### src/rtl/alu_mem_seq.sv
// alu_mem_seq: sequencer for the ALU + result-memory datapath.
// Streams operand/opcode triples through the ALU into consecutive memory
// addresses, then reads every stored result back on a valid/ready port.
// Optional feature: define ALU_MEM_SEQ_ZCOUNT_EN to add the zero_cnt output,
// which counts written results whose ALU zero flag was set.
module alu_mem_seq #(
    parameter int DATA_W = 8,
    parameter int ADDR_W = 5
) (
    input  logic              clk,
    input  logic              rst,
    input  logic              start,
    input  logic [ADDR_W:0]   len,
    input  logic              op_valid,
    output logic              op_ready,
    input  logic [DATA_W-1:0] op_a,
    input  logic [DATA_W-1:0] op_b,
    input  logic [2:0]        op_sel,
    output logic [DATA_W-1:0] alu_a,
    output logic [DATA_W-1:0] alu_b,
    output logic [2:0]        alu_sel,
    output logic              mem_en,
    output logic [ADDR_W-1:0] mem_addr,
    input  logic [DATA_W-1:0] mem_data,
    input  logic              zero_flag,
    output logic              rd_valid,
    input  logic              rd_ready,
    output logic [DATA_W-1:0] rd_data,
    output logic              busy,
    output logic              done
`ifdef ALU_MEM_SEQ_ZCOUNT_EN
    ,
    output logic [ADDR_W:0]   zero_cnt
`endif
);

    typedef enum logic [2:0] {
        ST_IDLE     = 3'd0,
        ST_WRITE    = 3'd1,
        ST_RD_ISSUE = 3'd2,
        ST_RD_CAP   = 3'd3,
        ST_RD_HOLD  = 3'd4,
        ST_DONE     = 3'd5
    } state_t;

    // Memory depth as a job length; longer requests saturate to this.
    localparam logic [ADDR_W:0]   DEPTH_C   = {1'b1, {ADDR_W{1'b0}}};
    localparam logic [ADDR_W:0]   ONE_C     = {{ADDR_W{1'b0}}, 1'b1};
    localparam logic [ADDR_W:0]   CNT_ZERO  = {(ADDR_W+1){1'b0}};
    localparam logic [ADDR_W-1:0] ADDR_ZERO = {ADDR_W{1'b0}};
    localparam logic [DATA_W-1:0] DATA_ZERO = {DATA_W{1'b0}};

    state_t            state_r;
    state_t            state_s;
    logic [ADDR_W:0]   idx_r;
    logic [ADDR_W:0]   idx_s;
    logic [ADDR_W:0]   n_r;
    logic [ADDR_W:0]   n_s;
    logic [DATA_W-1:0] rd_data_r;
    logic              busy_r;
    logic              done_r;
    logic              op_ready_r;
    logic              rd_valid_r;
    logic              last_s;

    // The entry at idx is the final one of the job.
    assign last_s = (idx_r == (n_r - ONE_C));

    // Next-state, entry counter and job length decisions.
    always_comb begin
        state_s = state_r;
        idx_s   = idx_r;
        n_s     = n_r;
        case (state_r)
            ST_IDLE: begin
                if (start) begin
                    n_s   = (len > DEPTH_C) ? DEPTH_C : len;
                    idx_s = CNT_ZERO;
                    if (len == CNT_ZERO) begin
                        state_s = ST_DONE;
                    end else begin
                        state_s = ST_WRITE;
                    end
                end else begin
                    state_s = ST_IDLE;
                end
            end
            ST_WRITE: begin
                if (op_valid) begin
                    if (last_s) begin
                        idx_s   = CNT_ZERO;
                        state_s = ST_RD_ISSUE;
                    end else begin
                        idx_s   = idx_r + ONE_C;
                        state_s = ST_WRITE;
                    end
                end else begin
                    state_s = ST_WRITE;
                end
            end
            ST_RD_ISSUE: state_s = ST_RD_CAP;
            ST_RD_CAP:   state_s = ST_RD_HOLD;
            ST_RD_HOLD: begin
                if (rd_ready) begin
                    idx_s = idx_r + ONE_C;
                    if (last_s) begin
                        state_s = ST_DONE;
                    end else begin
                        state_s = ST_RD_ISSUE;
                    end
                end else begin
                    state_s = ST_RD_HOLD;
                end
            end
            ST_DONE: state_s = ST_IDLE;
            default: state_s = ST_IDLE;
        endcase
    end

    // Datapath control: the ALU sees operands only while writing.
    always_comb begin
        alu_a    = DATA_ZERO;
        alu_b    = DATA_ZERO;
        alu_sel  = 3'd0;
        mem_en   = 1'b0;
        mem_addr = ADDR_ZERO;
        case (state_r)
            ST_WRITE: begin
                alu_a    = op_a;
                alu_b    = op_b;
                alu_sel  = op_sel;
                mem_en   = op_valid;
                mem_addr = idx_r[ADDR_W-1:0];
            end
            ST_RD_ISSUE, ST_RD_CAP, ST_RD_HOLD: begin
                mem_addr = idx_r[ADDR_W-1:0];
            end
            default: begin
                mem_addr = ADDR_ZERO;
            end
        endcase
    end

    // State, counters and status flags; flags are registered from the next state.
    always_ff @(posedge clk or posedge rst) begin
        if (rst) begin
            state_r    <= ST_IDLE;
            idx_r      <= CNT_ZERO;
            n_r        <= CNT_ZERO;
            busy_r     <= 1'b0;
            done_r     <= 1'b0;
            op_ready_r <= 1'b0;
            rd_valid_r <= 1'b0;
        end else begin
            state_r    <= state_s;
            idx_r      <= idx_s;
            n_r        <= n_s;
            busy_r     <= (state_s != ST_IDLE);
            done_r     <= (state_s == ST_DONE);
            op_ready_r <= (state_s == ST_WRITE);
            rd_valid_r <= (state_s == ST_RD_HOLD);
        end
    end

    // Capture memory read data one cycle after the address was issued.
    always_ff @(posedge clk or posedge rst) begin
        if (rst) begin
            rd_data_r <= DATA_ZERO;
        end else if (state_r == ST_RD_CAP) begin
            rd_data_r <= mem_data;
        end else begin
            rd_data_r <= rd_data_r;
        end
    end

    assign op_ready = op_ready_r;
    assign rd_valid = rd_valid_r;
    assign rd_data  = rd_data_r;
    assign busy     = busy_r;
    assign done     = done_r;

`ifdef ALU_MEM_SEQ_ZCOUNT_EN
    logic [ADDR_W:0] zero_cnt_r;
    logic            zclr_s;
    logic            zinc_s;

    assign zclr_s = (state_r == ST_IDLE) && start;
    assign zinc_s = (state_r == ST_WRITE) && op_valid && zero_flag;

    // Count written results with a zero ALU flag; cleared when a job starts.
    always_ff @(posedge clk or posedge rst) begin
        if (rst) begin
            zero_cnt_r <= CNT_ZERO;
        end else if (zclr_s) begin
            zero_cnt_r <= CNT_ZERO;
        end else if (zinc_s) begin
            zero_cnt_r <= zero_cnt_r + ONE_C;
        end else begin
            zero_cnt_r <= zero_cnt_r;
        end
    end

    assign zero_cnt = zero_cnt_r;
`else
    logic unused_zero_flag_s;
    assign unused_zero_flag_s = zero_flag;
`endif

endmodule

### config.mk
export PLATFORM = sky130hd
export DESIGN_NAME = alu_mem_seq
export DESIGN_NICKNAME = d
export VERILOG_FILES = /design/src/rtl/alu_mem_seq.sv
export SDC_FILE = /design/constraint.sdc
export NUM_CORES = 1
export LEC_CHECK = 0
export CAP_MARGIN = 20
export CORE_MARGIN = 10
export CORE_UTILIZATION = 45
export DETAILED_ROUTE_END_ITERATION = 8
export PLACE_DENSITY = 0.85
export SYNTH_ARGS = -nofsm -noshare
export SYNTH_HDL_FRONTEND = slang
export SYNTH_SLANG_ARGS = --single-unit
### constraint.sdc
create_clock -name clk -period 5.6 [get_ports clk]
set_clock_uncertainty 0.2 [all_clocks]
set_input_delay 1.4 -clock clk [delete_from_list [all_inputs] [get_ports clk]]
set_output_delay 1.4 -clock clk [all_outputs]
set_load 0.005 [all_outputs]
# Word-level counts from Yosys, hierarchy flattened
# Index checks and enable logic that the tools add are counted.
# W data, S select, Z words.
[totals] ff_bits=27 inputBits=39 out_inout_bits=37 word_cells=47
[op_classes] eq_ne=11 addsub=2 magnitude_cmp=1 n_reduce_logical=7 mux=18
[ops] operator="$mux W6" count=5
[ops] operator="$mux W3" count=6
[ops] operator="$pmux W6 S3" count=1
[ops] operator="$mux W8" count=2
[ops] operator="$pmux W3 S5" count=1
[ops] operator="$eq A3 B3 Y1 const B" count=3
[ops] operator="$add A6 B1 Y6 const B" count=1
[ops] operator="$eq A3 B1 Y1 const B" count=2
[ops] operator="$eq A3 B2 Y1 const B" count=2
[ops] operator="$eq A6 B6 Y1" count=1
[ops] operator="$gt A6 B6 Y1 const B" count=1
[ops] operator="$logic_not A6 Y1" count=1
[ops] operator="$ne A2 B2 Y1 const B" count=3
[ops] operator="$reduce_bool A3 Y1" count=2
[ops] operator="$sub A6 B1 Y6 const B" count=1
[ops] operator="$mux W5" count=1
[ops] operator="$reduce_and A4 Y1" count=1
[ops] operator="$reduce_or A4 Y1" count=1
[ops] operator="$logic_not A3 Y1" count=1
[ops] operator="$mux W2" count=1
[ops] operator="$reduce_and A2 Y1" count=1
[ops] operator="$mux W1" count=1

# Depth between registers and ports, before layout
# Gate-level depths: netlist of the first run.
[logic_depth] depth_word=6 ltp_mapped=7 depth_no_buf=7

# Worst setup path before layout of the first run
# Ideal clock, no wire load.
[synth_timing] kind="input -> output" from="input port op_a[0]" to="output port alu_a[0]" setup_slack_ns=2.448 required_ns=4.000 cell_stages=1 arrival_ns=1.552 path_cell_list="and3_1"
[synth_between] elab_chain_cells=1
[synth_lines] item="start: declaration" line_no="16" rtl="input logic [DATA_W-1:0] op_a,"
[synth_lines] item="$mux W8" line_no="127" rtl="case (state_r)"
[synth_lines] item="end: declaration" line_no="19" rtl="output logic [DATA_W-1:0] alu_a,"
# Every way passes these cells.

# Worst setup path after layout of the first run
[layout_timing] from="input port op_valid" to="output port mem_en"
[layout_between] elab_chain_cells=1
[layout_lines] item="start: declaration" line_no="14" rtl="input logic op_valid,"
[layout_lines] item="$mux W1" line_no="127"
[layout_lines] item="end: declaration" line_no="22" rtl="output logic mem_en,"
# Every way passes these cells.

==> results.tsv, run 1 <==
stage	metric	value	unit
die	chip width	80.7	um
die	Die Span Y	80.7	um
cells_and_area	Layout fillers	273	
yosys	YS warnings	0	
setup_path	CP max stage delay	0.54	ns
clock_network	cts hold-fix bufs	0	
timing	Final Hold Vio Count	0	
yosys	Synth cell types	42	
global_routing	gr usage total	13.6	%
yosys	post-synthesis cell count	178	
timing	slew at the pin closest to its max-slew limit	0.684	ns
cells_and_area	footprint of the multi-input gates	912	um2
route	DRT antenna net count	0	
power_and_ir_drop	Max VDD drop	0.000282	V
cells_and_area	layout cells sized above 1	8.47	%
power_and_ir_drop	pwr dens	497	nW/um2
placement	dpl cells	288	
route	Residual DRC	0	
timing	slew margin rel.	54.3	%
route	routed length per instance	16.5	um
placement	IO buf count	74	
clock_network	TritonCTS Buffers	3	
global_routing	antenna violations before repair	0	
clock_network	H-tree depth	1	
timing	Tcrit/Tclk final	75.5	%
route	DR vias	1612	
outcome	status	completed	
global_routing	gr ovfl total	0	
setup_path	worst-path fanout max	4	
power_and_ir_drop	P_leak	1.07	nW
yosys	post-synth top area share	40.8	%
clock_network	CTS resizes	0	
timing	Setup Viol. Count Final	0	
clock_network	Setup Buffers After CTS	0	
setup_path	Critical Path Most Common Cell	clkdlybuf4s50_1	
timing	final setup TNS	0	ns
setup_path	CP Capture Type	output port	
die	Starting Density	48.1	%
cells_and_area	Area Growth Syn to Fin	50.7	%
setup_path	WP data arrival	2.63	ns
yosys	FF+latch count, synth	27	
setup_path	CP startpoint kind	input pin	
setup_path	Worst Path Required	4.00	ns
timing	Slew Limit Fails	0	
global_routing	pin count of the biggest net entering global routing	30	
setup_path	Worst Setup Path Type	input pin to output port	
yosys	Post-synth ARST share	100	%
route	final WL	4840	um
timing	Period minus WS final	4.23	ns
setup_path	CP cell instances	clkdlybuf4s50_1, and3_1, clkdlybuf4s50_1	
yosys	mapped cell area	1660	um2
die	Die Area	6510	um2
setup_path	Reg2Reg Setup Slack	2.94	ns
global_routing	first-pass GRT wire length	7290	um
setup_path	Bufs and invs on worst path	2	
placement	Placer Congestion	0.790	
global_routing	vias in the first global route	1509	
setup_path	CP delay by family, top	buffers and inverters	
route	drt pass-1 iters	4	
yosys	register area share after synthesis	40.8	%
cells_and_area	Inserted Diodes	0	
clock_network	Sink Count	27	
clock_network	Max Root-Sink Buffers	2	
worst_hold_path	hold crit path type	flop to flop	
route	DR iter-0 viols	95	
route	drt via density	5.48	
die	core area	3440	um2
run	max-cap violations	0	
yosys	Synth area leader	dfrtp_1	
cells_and_area	Cell Count, Final, Fillers Out	294	
yosys	EDFF count, synth	0	
cells_and_area	fin nets	290	
placement	HPWL Detailed	3830	um
yosys	top_reg_cell synth	dfrtp_1	
yosys	top post-synthesis cells by area	dfrtp_1 41%, and3_1 7.9%, mux2_2 6.1%	
timing	Max Fclk	236	MHz
clock_network	Worst-Skew Late Latency	0.27	ns
yosys	Synth Area per Inst	9.31	um2
die	# IOs	76	
clock_network	buffer type at the clock tree root	clkbuf_8	
power_and_ir_drop	total chip power	1.24	mW
clock_network	CTS clk-pin slew, worst paths	0.10	ns
cells_and_area	FF/Latch Area	676	um2
yosys	post-synthesis net count	219	
timing	RSZ-0062 raised after global routing	false	
setup_path	slowest stage cell, crit path	clkdlybuf4s50_1	
clock_network	CTS tree	yes	
die	Rows	21	
## routing by layer
metal,up-vias,global-route usage [%],routed length [um]
met1,753,17.2,2160
met3,5,3.12,431
met5,-,0,0
li1,778,-,-
met2,76,23.5,2220
met4,0,2.08,25
## power breakdown
| group | switching, mW | leakage (nW) | internal, mW |
|---|---|---|---|
| clock network | 0.0632 | 0.0217 | 0.0505 |
| registers | 0.0870 | 0.331 | 0.274 |
| logic | 0.327 | 0.719 | 0.439 |
## synth_stat cells (2+ instances only)
master     n
and2_1     7
xor2_1     5
nor2b_1    2
a32o_1     2
and3_1    21
a21oi_1   13
nand2b_1   6
nor3_1     2
nand3_1    5
clkbuf_1   8
nor3b_1    2
mux2_2     9
mux2i_1    3
o21ai_0    8
inv_1      7
nand2_1   11
nor2_1    11
dfrtp_1   27
xnor2_1    5
ha_1       2
## logic make-up (layout without fill, tap and decap cells)
logic type | Yosys count | count (layout) | synth area share [%]
mux | 12 | 12 | 7.93
simple gates | 74 | 74 | 25.0
fa+ha+maj | 2 | 2 | 1.51
flops | 27 | 27 | 40.8
buf+inv | 17 | 87 | 4.15
xor+xnor | 11 | 11 | 6.27
compound gates | 35 | 35 | 14.4
## cell type report
cell class,instances,share of cell area [%]
Tap cell,46,2.31
Timing Repair Buffer,76,31.1
Sequential cell,27,27.1
Clock inverter,1,0.301
Clock buffer,3,1.65
Multi-Input combinational cell,134,36.5
Inverter,7,1.05
## state kept, by name, indices dropped and copies added, names as in the netlist
signal	cells
rd_valid	1
n_r	6
busy	1
done	1
idx_r	6
rd_data	8
op_ready	1
state_r	3
## cells in the final DEF (no fill, tap or decap), types with 5 or more instances in the layout
cell type,n
a21oi_1,13
and2_1,7
and3_1,21
clkdlybuf4s50_1,74
dfrtp_1,27
inv_1,7
mux2_2,9
nand2_1,11
nand2b_1,6
nand3_1,5
nor2_1,11
o21ai_0,8
xnor2_1,5
xor2_1,5
## worst paths after layout
check	cells after the start	end	startpoint
worst max-delay path	3	mem_en	op_valid
worst min-delay path	1	rd_data[3]$_DFFE_PP0P_	rd_data[3]$_DFFE_PP0P_
worst max register to register	6	idx_r[2]$_DFFE_PP0P_	state_r[0]$_DFF_PP0_
worst min register to register	1	rd_data[3]$_DFFE_PP0P_	rd_data[3]$_DFFE_PP0P_
max in group asynchronous	3	idx_r[5]$_DFFE_PP0P_	rst
min in group asynchronous	2	rd_data[6]$_DFFE_PP0P_	rst
## through the flow
stage          setup WS (ns)  instance area, um2  util (%)  hold WS [ns]
3_3_place_gp            1.38                2410      70.1         0.287
3_5_place_dp            1.38                2410      70.1         0.291
5_1_grt                 1.33                2500      72.5         0.325
4_1_cts                 1.37                2460      71.5         0.314
2_1_floorplan           2.45                1660         -         0.299
6_report                1.37                2500      72.5         0.310
Note: power is estimated with default switching activity, not from simulation.
==> inputs of run 2 (changes only) <==
--- a/config.mk
+++ b/config.mk
@@ -7,9 +7,9 @@
 export LEC_CHECK = 0
 export CAP_MARGIN = 20
 export CORE_MARGIN = 10
-export CORE_UTILIZATION = 45
+export CORE_UTILIZATION = 37
 export DETAILED_ROUTE_END_ITERATION = 8
-export PLACE_DENSITY = 0.85
+export PLACE_DENSITY = 0.75
 export SYNTH_ARGS = -nofsm -noshare
 export SYNTH_HDL_FRONTEND = slang
 export SYNTH_SLANG_ARGS = --single-unit
==> constraint.sdc (replaced) <==
create_clock -name clk -period 3.85 [get_ports clk]
set_clock_uncertainty 0.2 [all_clocks]
set_input_delay 0.9625 -clock clk [delete_from_list [all_inputs] [get_ports clk]]
set_output_delay 0.9625 -clock clk [all_outputs]
set_load 0.005 [all_outputs]
==> run 2 against run 1 <==
Compared with the run above: wire length down 2.7%; combinational power up 45%; clock-buffer cell count unchanged; flip-flop and latch count unchanged; critical path depth up 1; sequential share of layout area up 0.16 points; sequential power up 46%; via count down 1.7%; cell count up 2.0%; critical endpoint is now alu_b[7]; highest routed layer unchanged.
==> results.tsv, run 2 (same netlist as run 1, synthesis figures left out) <==
stage	metric	value	unit	change
setup_path	WP data arrival	2.18	ns	was 2.63 ns
power_and_ir_drop	P_leak	1.07	nW	about the same
timing	Slew Limit Fails	0		unchanged
setup_path	slowest stage cell, crit path	dfrtp_1		was clkdlybuf4s50_1
power_and_ir_drop	Comb power frac	61.8	%	about the same
die	core area	4350	um2	was 3440 um2
clock_network	buffer type at the clock tree root	clkbuf_8		unchanged
clock_network	CTS clk-pin slew, worst paths	0.09	ns	was 0.10 ns
clock_network	CTS tree	yes		unchanged
clock_network	Setup Buffers After CTS	0		unchanged
route	drt pass-1 iters	6		was 4
setup_path	CP max stage delay	0.53	ns	was 0.54 ns
clock_network	Worst-Skew Late Latency	0.27	ns	about the same
clock_network	TritonCTS Buffers	3		unchanged
cells_and_area	Area Growth Syn to Fin	49.8	%	was 50.7%
worst_hold_path	hold crit path type	flop to flop		unchanged
setup_path	CP cell instances	nor2b_1, buf_4, and3_1, clkdlybuf4s50_1		was clkdlybuf4s50_1, and3_1, clkdlybuf4s50_1
global_routing	gr ovfl total	0		unchanged
worst_hold_path	Min-Delay Path Depth	1		unchanged
clock_network	Max Root-Sink Buffers	2		unchanged
die	Starting Density	38.0	%	was 48.1%
clock_network	H-tree depth	1		unchanged
global_routing	first-pass GRT wire length	7530	um	was 7290 um
setup_path	Reg2Reg Setup Slack	1.33	ns	was 2.94 ns
setup_path	worst-path fanout max	19		was 4
worst_hold_path	Hold Path End	rd_data[1]$_DFFE_PP0P_		was rd_data[3]$_DFFE_PP0P_
power_and_ir_drop	Int Power	1.10	mW	was 763 uW
cells_and_area	layout cells sized above 1	8.47	%	unchanged
timing	Final Hold Vio Count	0		unchanged
timing	Max Fclk	299	MHz	
global_routing	pin count of the biggest net entering global routing	30		unchanged
timing	slew margin rel.	55.9	%	was 54.3%
setup_path	Worst Path Required	2.69	ns	was 4.00 ns
cells_and_area	Inserted Diodes	0		unchanged
power_and_ir_drop	Sw Ratio	38.3	%	was 38.5%
die	chip width	86.9	um	was 80.7 um
die	# IOs	76		unchanged
setup_path	r2r startpoint	n_r[0]$_DFFE_PP0P_		was state_r[0]$_DFF_PP0_
setup_path	worst r2r dst	op_ready$_DFF_PP0_		was idx_r[2]$_DFFE_PP0P_
setup_path	Worst Setup Path Type	flop to output port		was input pin to output port
power_and_ir_drop	NetSw	685	uW	was 477 uW
timing	slew at the pin closest to its max-slew limit	0.661	ns	was 0.684 ns
global_routing	busiest grt layer	met2		unchanged
setup_path	crit path from	state_r[0]$_DFF_PP0_		was op_valid
outcome	status	completed		unchanged
setup_path	CP Capture Type	output port		unchanged
route	routed length per instance	15.7	um	was 16.5 um
cells_and_area	commonest cells after routing, fill and taps aside	74 x clkdlybuf4s50_1, 27 x dfrtp_1, 21 x and3_1		unchanged
cells_and_area	post-layout util	57.0	%	was 72.5%
worst_hold_path	hold wc startpoint	rd_data[1]$_DFFE_PP0P_		was rd_data[3]$_DFFE_PP0P_
global_routing	vias in the first global route	1532		was 1509
route	drt via density	5.28		was 5.48
setup_path	reg2reg path depth	7		was 6
route	DR iter-0 viols	119		was 95
placement	Placer Congestion	0.811		was 0.790
route	Residual DRC	0		unchanged
global_routing	M1 GR Usage	15.3	%	was 17.2%
clock_network	Sink Count	27		unchanged
setup_path	CP startpoint kind	flop		was input pin
power_and_ir_drop	Clock power frac	8.9	%	was 9.2%
global_routing	met3 Use GR	3.56	%	was 3.12%
placement	IO buf count	74		unchanged
power_and_ir_drop	pwr dens	721	nW/um2	was 497 nW/um2
cells_and_area	Layout fillers	400		was 273
placement	HPWL Detailed	3730	um	was 3830 um
route	DRT antenna net count	0		unchanged
global_routing	gr usage total	12.1	%	was 13.6%
power_and_ir_drop	Seq pwr share	29.3	%	was 29.1%
cells_and_area	fin nets	290		unchanged
global_routing	GRT met2 Usage	19.5	%	was 23.5%
die	Rows	24		was 21
die	Die Area	7550	um2	was 6510 um2
route	DR vias	1584		was 1612
clock_network	CTS resizes	0		unchanged
timing	Setup Viol. Count Final	0		unchanged
global_routing	antenna violations before repair	0		unchanged
timing	Tcrit/Tclk final	86.9	%	
run	max-cap violations	0		unchanged
cells_and_area	most common cell after layout, fill and taps aside	clkdlybuf4s50_1		unchanged
timing	Period minus WS final	3.34	ns	
route	final WL	4710	um	was 4840 um
power_and_ir_drop	total chip power	1.79	mW	was 1.24 mW
clock_network	cts hold-fix bufs	0		unchanged
cells_and_area	max reg flops	8		unchanged
power_and_ir_drop	Max VDD drop	0.000422	V	was 0.000282 V
timing	RSZ-0062 raised after global routing	false		unchanged
timing	final setup TNS	0	ns	unchanged
die	Die Span Y	86.9	um	was 80.7 um
## run 2: cell count changes in the layout (fill, tap and decap cells not counted)
cell	before	now
buf_16	1	0
buf_4	1	2
clkinv_2	0	1
clkinvlp_4	1	0
## run 2: worst max path at each step
stage,end,slack (ns),cells past startpoint
CTS,alu_b[7],0.48,4
floorplan,alu_a[0],1.52,4
global route,alu_a[6],0.33,4
finish,alu_b[7],0.51,4
global placement,mem_en,0.53,3
detailed placement,mem_en,0.52,3
## run 2: cell type report
| cell class | instances | area (um2) | share of cell area, % |
|---|---|---|---|
| clock inverter | 1 | 5.00 | 0.202 |
| sequential | 27 | 676 | 27.2 |
| tap | 52 | 65.1 | 2.62 |
| multi-input combinational | 134 | 912 | 36.8 |
| inverter | 7 | 26.3 | 1.06 |
| timing repair buffer | 76 | 756 | 30.5 |
| clock buffer | 3 | 41.3 | 1.66 |
## run 2: stage by stage
step,setup slack (ns),instances,cell area (um2),hold slack (ns)
floorplan,1.52,178,1660,0.299
global placement,0.532,296,2430,0.287
detailed placement,0.517,296,2430,0.292
CTS,0.478,300,2480,0.313
global route,0.332,300,2480,0.325
finish,0.505,300,2480,0.311
## run 2: worst max-delay path: cells and delay by family (launching register included)
family | cells | cell delay [ns]
buffers and inverters | 2 | 0.77
and+or+nand+nor | 2 | 0.60
DFF | 1 | 0.53
## run 2: metal layers
layer  up-vias  wire (um)
met5         -          0
met4         0         42
met3         4        446
met2        70       2090
met1       731       2130
li1        779          -
## run 2: power groups by stage
stage | Combinational [mW] | Clock [mW] | Sequential (mW)
floorplan | 0.639 | 0 | 0.485
global placement | 1.09 | 0 | 0.526
detailed placement | 1.10 | 0 | 0.531
CTS | 1.11 | 0.168 | 0.524
global route | 1.21 | 0.180 | 0.547
finish | 1.11 | 0.160 | 0.524
